`config.mk`:
```
export PLATFORM = sky130hd
export DESIGN_NAME = mem_arbiter2
export DESIGN_NICKNAME = d
export VERILOG_FILES = /design/src/rtl/mem_arb_pkg.sv /design/src/rtl/mem_arb_rr.sv /design/src/rtl/mem_arbiter2.sv
export SDC_FILE = /design/constraint.sdc
export NUM_CORES = 1
export LEC_CHECK = 0
export CAP_MARGIN = 25
export CORE_MARGIN = 5
export CORE_UTILIZATION = 32
export DETAILED_ROUTE_END_ITERATION = 6
export PLACE_DENSITY = 0.89
export SYNTH_ARGS = -nofsm -noshare
export SYNTH_HDL_FRONTEND = slang
export SYNTH_SLANG_ARGS = --single-unit
```
`constraint.sdc`:
```
create_clock -name clk -period 2 [get_ports clk]
set_input_delay 0.2 -clock clk [delete_from_list [all_inputs] [get_ports clk]]
set_output_delay 0.2 -clock clk [all_outputs]
set_load 0.02 [all_outputs]
```
`src/rtl/mem_arb_pkg.sv`:
```
// rtl/mem_arb_pkg.sv - shared FSM states, strobe constants and byte merge for mem_arbiter2
package mem_arb_pkg;

    typedef enum logic [1:0] {
        IDLE     = 2'd0,
        ACCESS   = 2'd1,
        MERGE_WR = 2'd2,
        DONE     = 2'd3
    } state_t;

    localparam logic [3:0] WSTRB_FULL = 4'hF;
    localparam logic [3:0] WSTRB_READ = 4'h0;

    function automatic logic [31:0] byte_merge(
        input logic [3:0]  wstrb,
        input logic [31:0] new_data,
        input logic [31:0] old_data
    );
        logic [31:0] merged;
        for (int i = 0; i < 4; i++) begin
            merged[i*8 +: 8] = wstrb[i] ? new_data[i*8 +: 8] : old_data[i*8 +: 8];
        end
        return merged;
    endfunction

endpackage

```
`src/rtl/mem_arb_rr.sv`:
```
// rtl/mem_arb_rr.sv - 2-way round-robin grant; o_grant is the winning master index
module mem_arb_rr (
    input  logic       clk,
    input  logic       resetn,
    input  logic [1:0] i_req,
    input  logic       i_advance,
    output logic       o_grant
);

    logic r_last_grant;

    // Resetting last_grant to 1 makes m0 win the first tie.
    always_comb begin
        o_grant = i_req[1];
        if (i_req == 2'b11) begin
            o_grant = ~r_last_grant;
        end
    end

    always_ff @(posedge clk or negedge resetn) begin
        if (!resetn) begin
            r_last_grant <= 1'b1;
        end else if (i_advance) begin
            r_last_grant <= o_grant;
        end
    end

endmodule

```
`src/rtl/mem_arbiter2.sv`:
```
// rtl/mem_arbiter2.sv - two-master arbiter/RMW sequencer for a sync-read word memory; MEM_ARB_ROM_WP_EN drops m0 writes below ROM_WORDS
module mem_arbiter2
    import mem_arb_pkg::*;
#(
    parameter int ADDR_W    = 9,
    parameter int ROM_WORDS = 256
) (
    input  logic              clk,
    input  logic              resetn,
    input  logic              m0_valid,
    input  logic [31:0]       m0_addr,
    input  logic [31:0]       m0_wdata,
    input  logic [3:0]        m0_wstrb,
    output logic              m0_ready,
    output logic [31:0]       m0_rdata,
    input  logic              m1_valid,
    input  logic [31:0]       m1_addr,
    input  logic [31:0]       m1_wdata,
    input  logic [3:0]        m1_wstrb,
    output logic              m1_ready,
    output logic [31:0]       m1_rdata,
    output logic              mem_wen,
    output logic [ADDR_W-1:0] mem_addr,
    output logic [31:0]       mem_wdata,
    input  logic [31:0]       mem_rdata
);

`ifdef MEM_ARB_ROM_WP_EN
    localparam logic WP_EN = 1'b1;
`else
    localparam logic WP_EN = 1'b0;
`endif

    state_t            r_state;
    state_t            w_next;
    logic              r_gnt;
    logic [ADDR_W-1:0] r_addr;
    logic [31:0]       r_wdata;
    logic [3:0]        r_wstrb;
    logic              r_drop;

    logic [1:0]        w_req;
    logic              w_gnt;
    logic              w_advance;
    logic [31:0]       w_sel_addr;
    logic [31:0]       w_sel_wdata;
    logic [3:0]        w_sel_wstrb;
    logic [ADDR_W-1:0] w_word;
    logic              w_rom_hit;
    logic              w_drop;
    logic              w_done;
    logic [33-ADDR_W:0] w_unused_addr;

    assign w_req     = {m1_valid, m0_valid};
    assign w_advance = (r_state == IDLE) && (w_req != 2'b00);

    mem_arb_rr u_rr (
        .clk       (clk),
        .resetn    (resetn),
        .i_req     (w_req),
        .i_advance (w_advance),
        .o_grant   (w_gnt)
    );

    assign w_sel_addr    = w_gnt ? m1_addr  : m0_addr;
    assign w_sel_wdata   = w_gnt ? m1_wdata : m0_wdata;
    assign w_sel_wstrb   = w_gnt ? m1_wstrb : m0_wstrb;
    assign w_word        = w_sel_addr[ADDR_W+1:2];
    assign w_unused_addr = {w_sel_addr[31:ADDR_W+2], w_sel_addr[1:0]};

    // Protected writes still walk ACCESS->DONE so the CPU always sees ready.
    assign w_rom_hit = !w_gnt && (w_sel_wstrb != WSTRB_READ)
                       && ({{(32-ADDR_W){1'b0}}, w_word} < 32'(ROM_WORDS));
    assign w_drop    = WP_EN & w_rom_hit;

    always_ff @(posedge clk or negedge resetn) begin
        if (!resetn) begin
            r_gnt   <= 1'b0;
            r_addr  <= '0;
            r_wdata <= '0;
            r_wstrb <= '0;
            r_drop  <= 1'b0;
        end else if (w_advance) begin
            r_gnt   <= w_gnt;
            r_addr  <= w_word;
            r_wdata <= w_sel_wdata;
            r_wstrb <= w_sel_wstrb;
            r_drop  <= w_drop;
        end
    end

    always_ff @(posedge clk or negedge resetn) begin
        if (!resetn) begin
            r_state <= IDLE;
        end else begin
            r_state <= w_next;
        end
    end

    always_comb begin
        w_next    = r_state;
        mem_wen   = 1'b0;
        mem_wdata = r_wdata;
        case (r_state)
            IDLE: begin
                if (w_req != 2'b00) begin
                    w_next = ACCESS;
                end
            end
            ACCESS: begin
                if (r_drop || r_wstrb == WSTRB_READ) begin
                    w_next = DONE;
                end else if (r_wstrb == WSTRB_FULL) begin
                    mem_wen = 1'b1;
                    w_next  = DONE;
                end else begin
                    w_next = MERGE_WR;
                end
            end
            MERGE_WR: begin
                mem_wen   = 1'b1;
                mem_wdata = byte_merge(r_wstrb, r_wdata, mem_rdata);
                w_next    = DONE;
            end
            DONE: begin
                w_next = IDLE;
            end
            default: begin
                w_next = IDLE;
            end
        endcase
    end

    assign mem_addr = r_addr;
    assign w_done   = (r_state == DONE);
    assign m0_ready = w_done & ~r_gnt;
    assign m1_ready = w_done & r_gnt;
    assign m0_rdata = m0_ready ? mem_rdata : 32'h0;
    assign m1_rdata = m1_ready ? mem_rdata : 32'h0;

endmodule

```
# Word level (Yosys, flattened, before mapping)

Index checks and enable logic that the tools add are counted.

Reduce and logical (&&, ||, !) cells: 4
Bitwise gates (word level): 4
Equal/unequal tests: 6
Multiplexer cells: 18

Operator list:

| kind               | number |
|---|---|
| $mux 32            | 4 |
| $mux 8             | 4 |
| $mux 11            | 1 |
| $pmux 2 s4         | 1 |
| $eq 2x2->1 const B | 3 |
| $mux 1             | 5 |
| $eq 4x4->1 const B | 1 |
| $logic_not 4->1    | 1 |
| $mux 4             | 1 |
| $and 1x1->1        | 2 |
| $eq 2x1->1 const B | 1 |
| $logic_not 2->1    | 1 |
| $mux 2             | 1 |
| $ne 2x1->1 const B | 1 |
| $not 1->1          | 2 |
| $pmux 1 s2         | 1 |
| $reduce_bool 2->1  | 1 |
| $logic_and 1x1->1  | 1 |

Output and inout bits: 108
Register bits: 49
Input bits: 172
Logic and storage cells: 38

# Depth between registers and ports, before layout

Gate-level depths: netlist of the first run.

Word-level depth: 4
Gate-level depth with buffers: 8
Gate-level depth less buffers: 5

# Modules after synthesis

From an unflattened synthesis of the first run, not the netlist that was laid out.

Cells, all modules: 336
Area total of the unflattened synthesis: 3627.2 µm²

Modules (own cells, without submodules):

| module       | area an instance (µm²) | cells each | times used | sequential area each (µm²) |
|---|---|---|---|---|
| mem_arbiter2 | 3574.7                 | 333        | 1          | 1201.2 |
| mem_arb_rr   | 52.6                   | 3          | 1          | 26.3 |

# Least setup slack after synthesis of the first run

No wires, ideal clock.

Path type: reg2out
Start point: register r_state[1]
End point: output m0_rdata[22]
Arrival: 1.513 ns
Slack: 0.287 ns
Required time: 1.800 ns
Path buffers: 1
Cell stages (with the launch flop): 5
Cells stage by stage: dfrtp_1 > ha_1 > nor2b_1 > clkbuf_1 > and2_1

Word-level cells in the longest chain between the ends: 3

Ends and longest elaborated chain:

| what                   | line                | RTL |
|---|---|---|
| start, declared        | mem_arbiter2.sv:34  | `state_t r_state;` |
| start signal, assigned | mem_arbiter2.sv:96  | `r_state <= w_next;` |
| $eq 2x2->1             | mem_arbiter2.sv:135 | `assign w_done = (r_state == DONE);` |
| $and 1x1->1            | mem_arbiter2.sv:136 | `assign m0_ready = w_done & ~r_gnt;` |
| via m0_ready           | mem_arbiter2.sv:14  | `output logic m0_ready,` |
| $mux 32                | mem_arbiter2.sv:138 | `assign m0_rdata = m0_ready ? mem_rdata : 32'h0;` |
| end, declared          | mem_arbiter2.sv:15  | `output logic [31:0] m0_rdata,` |

The timed path passes the listed nets, and every way through them passes these cells.

# Worst setup path in the final report of the first run

Start point: register r_state[0]
End point: output m1_rdata[31]

Word-level cells in the longest chain between the ends: 3

Ends and longest elaborated chain:

| what          | line                | RTL |
|---|---|---|
| $eq 2x2->1    | mem_arbiter2.sv:135 |  |
| $and 1x1->1   | mem_arbiter2.sv:137 | `assign m1_ready = w_done & r_gnt;` |
| $mux 32       | mem_arbiter2.sv:139 | `assign m1_rdata = m1_ready ? mem_rdata : 32'h0;` |
| end, declared | mem_arbiter2.sv:21  | `output logic [31:0] m1_rdata,` |

Every way passes these cells.

==> impl_metrics.ini, run 1 <==
[sta]
max_freq_ghz = 0.518
timing.slew.headroom = 0.454
tightest_slew_ps = 819
clock_skew_ps = 7.62
setup_violations = 0
period_share = 0.965
hold_slack_ps = -13.0
hold_viol_final = 32
post-route-min-period_ps = 1930
slew_violations = 0
rsz0062_at_grt = yes

[grt]
overflow = 0
gr-usage-all-layers = 0.205
grt_pass1_wl_um = 19500
grt_max_degree = 36
grt_pass1_vias = 3969
antenna_found_initial = 0

[power]
ir_drop_mv = 0.657
power_leakage_nw = 2.65
p_per_area_nw_per_um2 = 1370

[worst_setup_path]
critPathRequiredTime_ps = 1800
worstPathArrival_ps = 1730
critPathSlowestCell = dfrtp_1
timing.rr.start = r_state[1]
crit_chain = buf_4 > ha_2 > buf_8 > and3_1 > clkdlybuf4s15_1
crit_family = buffers and inverters
crit_fanout = 33
path_class = flip-flop to output pin
start_kind = flip-flop
cp-end-kind = output pin
path_buf_inv = 3
cp-startpoint = r_state[0]
slowest_delay_ps = 390

[final_layout]
layout_common_cells = 133 x clkdlybuf4s50_1, 93 x a21oi_1, 48 x dfrtp_1
fill_cells = 871
layout-drive-gt1-share = 0.247
area_growth_syn_to_layout_pct = 77.1
nNetsFinal = 798
finish.utilization = 0.578
layout_commonest_cell = clkdlybuf4s50_1
antenna_cells = 0

[clock_network]
clk_pin_slew_ps = 90
htree_levels = 2
clock-sinks = 49
cts_buffers = 5
cts_root_buffer = clkbuf_8
clk_path_buf_depth = 2
cts_tree = done
clk_latency_ps = 300

[job]
drv_cap = 0

[synthesis]
synth_area_um2 = 3160
ys_seq_area_frac = 0.389
syn_inst = 388
synth-seq-cells = 49
async_flop_share = 1.00
synthesis.nets = 564
ys_types = 24
synth.avg_cell_area_um2 = 8.14
ys.flop_type = dfrtp_1
ys.warnings.count = 0
synth_edf_count = 0

[floorplan]
fp.dieW_um = 109
die_height_um = 109
core_um2 = 9680
rows = 36
initial_core_util = 0.326
dieArea_um2 = 12000
io_pins = 280

[routing]
totalWireLength_um = 12800
viasPerCell = 4.92
postRouteAntennaNets = 0
drc = 0
dr.pass1.iters = 4
wl_per_cell_um = 17.0
drt_iter0_drc = 172
dr_total_vias = 3722

[place]
gp_congestion = 0.809
io_buffers = 233
dp.final_hpwl_um = 9980

[hold_path]
hp-class = primary input to asynchronous set/reset pin

[outcome]
failed_checks = negative hold slack
status = finished with violations
-- metal layers --
| layer | up-vias | GRT usage | wire length, µm |
|---|---|---|---|
| met3 | 20 | 0.0558 | 1140 |
| met1 | 1746 | 0.226 | 4770 |
| met2 | 164 | 0.382 | 6640 |
| met5 | - | 0 | 0 |
| li1 | 1792 | - | - |
| met4 | 0 | 0.0606 | 268 |
-- repair_timing --
action                                  CTS  global route
endpoints found under the setup margin   99            79
pin swaps                                 0             0
hold buffers                              0             0
setup buffers                             1             0
gates resized for setup                 234            88
-- path summary, 6_finish.rpt --
kind | cells past startpoint | end | slack [ps]
worst max-delay path | 5 | m1_rdata[31] | 70
max in group asynchronous | 2 | r_wdata[16] | 1380
worst min-delay path | 1 | r_wdata[29] | -10
min in group clk | 3 | r_wdata[28] | 430
worst max register to register | 7 | mem_addr[4] | 290
worst min register to register | 2 | r_wdata[27] | 540
-- cells in the mapped netlist (all sizes together), types with 2 or more instances --
cell type | instances | area [µm²]
and3 | 33 | 206
buf | 24 | 120
a21oi | 93 | 465
nor2 | 46 | 173
and2 | 33 | 206
nand2 | 46 | 173
dfrtp | 48 | 1200
o21ai | 2 | 13.8
nand2b | 4 | 25.0
mux2 | 33 | 372
nor2b | 2 | 12.5
clkbuf | 9 | 33.8
inv | 2 | 7.51
ha | 4 | 50.1
-- power breakdown --
| group | switching [W] | internal, W | total [W] |
|---|---|---|---|
| combinational | 0.00287 | 0.00226 | 0.00514 |
| clock | 0.000333 | 0.000372 | 0.000705 |
| sequential | 0.000325 | 0.00151 | 0.00183 |
| total | 0.00353 | 0.00414 | 0.00767 |
-- area by class of cell --
cell class / count / area (µm²) / share of cell area
multi-input combinational: 304 / 1830 / 0.327
inverter: 2 / 7.51 / 0.00134
timing repair buffer: 260 / 2250 / 0.403
sequential: 49 / 1230 / 0.219
tap: 133 / 166 / 0.0297
clock buffer: 6 / 72.6 / 0.0130
clock inverter: 2 / 35.0 / 0.00626
-- flip-flops by register name, indices dropped and copies added (netlist names) --
name and cells:
r_wdata 32, u_rr.r_last_grant 1, mem_addr 9, r_gnt 1
r_state 2, r_wstrb 4
-- kinds of logic (layout without fill, tap and decap cells) --
family,count (synthesis),after routing,share of synthesized area
AO/OA/AOI/OAI,101,101,0.170
adder cells (fa/ha/maj),4,4,0.0158
flip-flops,49,49,0.389
AND/OR/NAND/NOR,166,166,0.257
buffers and inverters,35,270,0.0511
multiplexers,33,33,0.118
-- metrics by stage --
stage               TNS [ps]  power, W  instances  setup WS [ps]  instance area, µm²
global route           -7.62   0.00823        756          -7.62                5590
floorplan                  0   0.00480        388            287                3160
detailed placement     -1700   0.00749        748           -100                5800
global placement        -855   0.00726        747          -66.4                5770
CTS                     -241   0.00795        757          -79.6                5850
finish                     0   0.00767        756           70.3                5590
Note: power is estimated with default switching activity, not from simulation.
==> inputs of run 2 (changes only) <==
- clock period: 2 -> 1.85 ns (I/O delays scaled with it)
==> run 2 against run 1 <==
  * Routed wire length grew 3.5%
  * Sequential share of layout area decreased by 0.95 points
  * Critical endpoint is now mem_wdata[31]
  * Via count increased by 1.1%
  * Critical path type unchanged
  * Design area up 4.7%
  * Register-to-register slack got worse by 40 ps
  * Global-route usage grew 0.42 points
  * The flow finishes with violations (negative hold slack, negative setup slack)
  * Final cell count shrank 0.66%
  * Clock power is 12% lower
  * Count of clock-buffer cells in the layout increased by 2
==> impl_metrics.ini, run 2 (synthesis results as in run 1) <==
[outcome]
status = finished with violations
failed_checks = negative hold slack, negative setup slack

[sta]
period_share = 1.02
timing.slew.headroom = 0.563
hold_viol_final = 3
rsz0062_at_grt = yes
hold_slack_ps = -7.68
tightest_slew_ps = 656
setup_violations = 5
timing.final.ws_setup_ps = -31.1
slew_violations = 0
max_freq_ghz = 0.532
post-route-min-period_ps = 1880
clock_skew_ps = 7.18

[clock_network]
clock-sinks = 49
cts_root_buffer = clkbuf_8
clk_pin_slew_ps = 90
cts_buffers = 5
postCtsHoldBufs = 0
clk_latency_ps = 300
htree_levels = 2
clk_path_buf_depth = 2
cts_tree = done

[routing]
wl_per_cell_um = 17.7
postRouteAntennaNets = 0
dr_total_vias = 3764
viasPerCell = 5.01
totalWireLength_um = 13300
drt_iter0_drc = 163
dr.pass1.iters = 4
drc = 0

[job]
drv_cap = 0

[final_layout]
layout_commonest_cell = clkdlybuf4s50_1
antenna_cells = 0
layout-drive-gt1-share = 0.290
largest_reg_flops = 32
nNetsFinal = 793
stdcell_count = 751
layout_common_cells = 133 x clkdlybuf4s50_1, 93 x a21oi_1, 48 x buf_6
top_register = r_wdata
finish.utilization = 0.605
area_growth_syn_to_layout_pct = 85.3

[power]
p_per_area_nw_per_um2 = 1580
power_leakage_nw = 2.84
ir_drop_mv = 0.855

[worst_setup_path]
cp-startpoint = r_state[0]
r2r_slack_ps = 250
path_class = flip-flop to output pin
cp-endpoint = mem_wdata[31]
r2r-end = mem_addr[8]
crit_fanout = 5
start_kind = flip-flop
timing.rr.start = r_state[1]
critPathRequiredTime_ps = 1660
worstPathArrival_ps = 1700
r2r_cells = 7
cp-end-kind = output pin

[floorplan]
fp.dieW_um = 109
core_um2 = 9680
rows = 36
die_height_um = 109
initial_core_util = 0.326
io_pins = 280
dieArea_um2 = 12000

[place]
dp.final_hpwl_um = 9730
dpl.cell_count = 743
gp_congestion = 0.839
io_buffers = 233
post-place-ws_ps = -301

[grt]
gr-usage-all-layers = 0.209
busiest_layer = met2
grt_pass1_vias = 3935
antenna_found_initial = 0
overflow = 0
grt.met1_usage = 0.231
grt_max_degree = 50
grt.met3_usage = 0.0482
grt_util_met2 = 0.392
grt_pass1_wl_um = 19700

[hold_path]
hp-class = primary input to asynchronous set/reset pin
[run 2: per-stage QoR]
stage	TNS [ps]	cell area, µm²	hold slack [ps]	power [W]
after detailed placement	-10890	5780	343	0.00811
after floorplan	0	3160	-111	0.00519
after global routing	-2500	5850	37.9	0.00987
after global placement	-7420	5780	338	0.00791
after CTS	-6090	5780	10.1	0.00844
final	-76.1	5850	-7.68	0.00925
[run 2: worst min path at each step]
stage	endpoint	slack [ps]	depth (start not counted)
after global placement	mem_addr[3]	340	2
final	r_wdata[5]	-8	2
after global routing	r_wdata[1]	40	2
after CTS	r_wdata[5]	10	2
after floorplan	mem_addr[0]	-110	0
after detailed placement	r_wdata[0]	340	2
[run 2: cell type report]
type                       count  area, µm²
inverter                       2       7.51
timing repair buffer         255       2400
multi-input combinational    304       1970
tap                          133        166
clock buffer                   8       80.1
fill                         846       3830
sequential                    49       1230
[run 2: timing repair]
item,4_1_cts,5_1_grt
pin swaps,0,1
buffers inserted,3,2
resized for setup,254,263
setup endpoints to repair,99,94
[run 2: worst max-delay path: stages (launching register included)]
cell	delay [ps]
dfrtp_1	410
inv_2	70
ha_4	200
nand2b_4	100
buf_6	140
mux2_2	350
buf_6	130
[run 2: layer usage]
layer	share of wire	vias to the layer above	routed length (µm)
met3	0.076	29	1020
met5	0	-	0
met2	0.52	191	6930
li1	-	1770	-
met4	0.026	0	348
met1	0.37	1774	4980
[run 2: report_power, final]
group          leakage, nW  internal [W]  total, W  switching (W)
combinational         2.25       0.00330   0.00662        0.00332
sequential           0.547       0.00163   0.00201       0.000372
clock               0.0395      0.000270  0.000618       0.000348
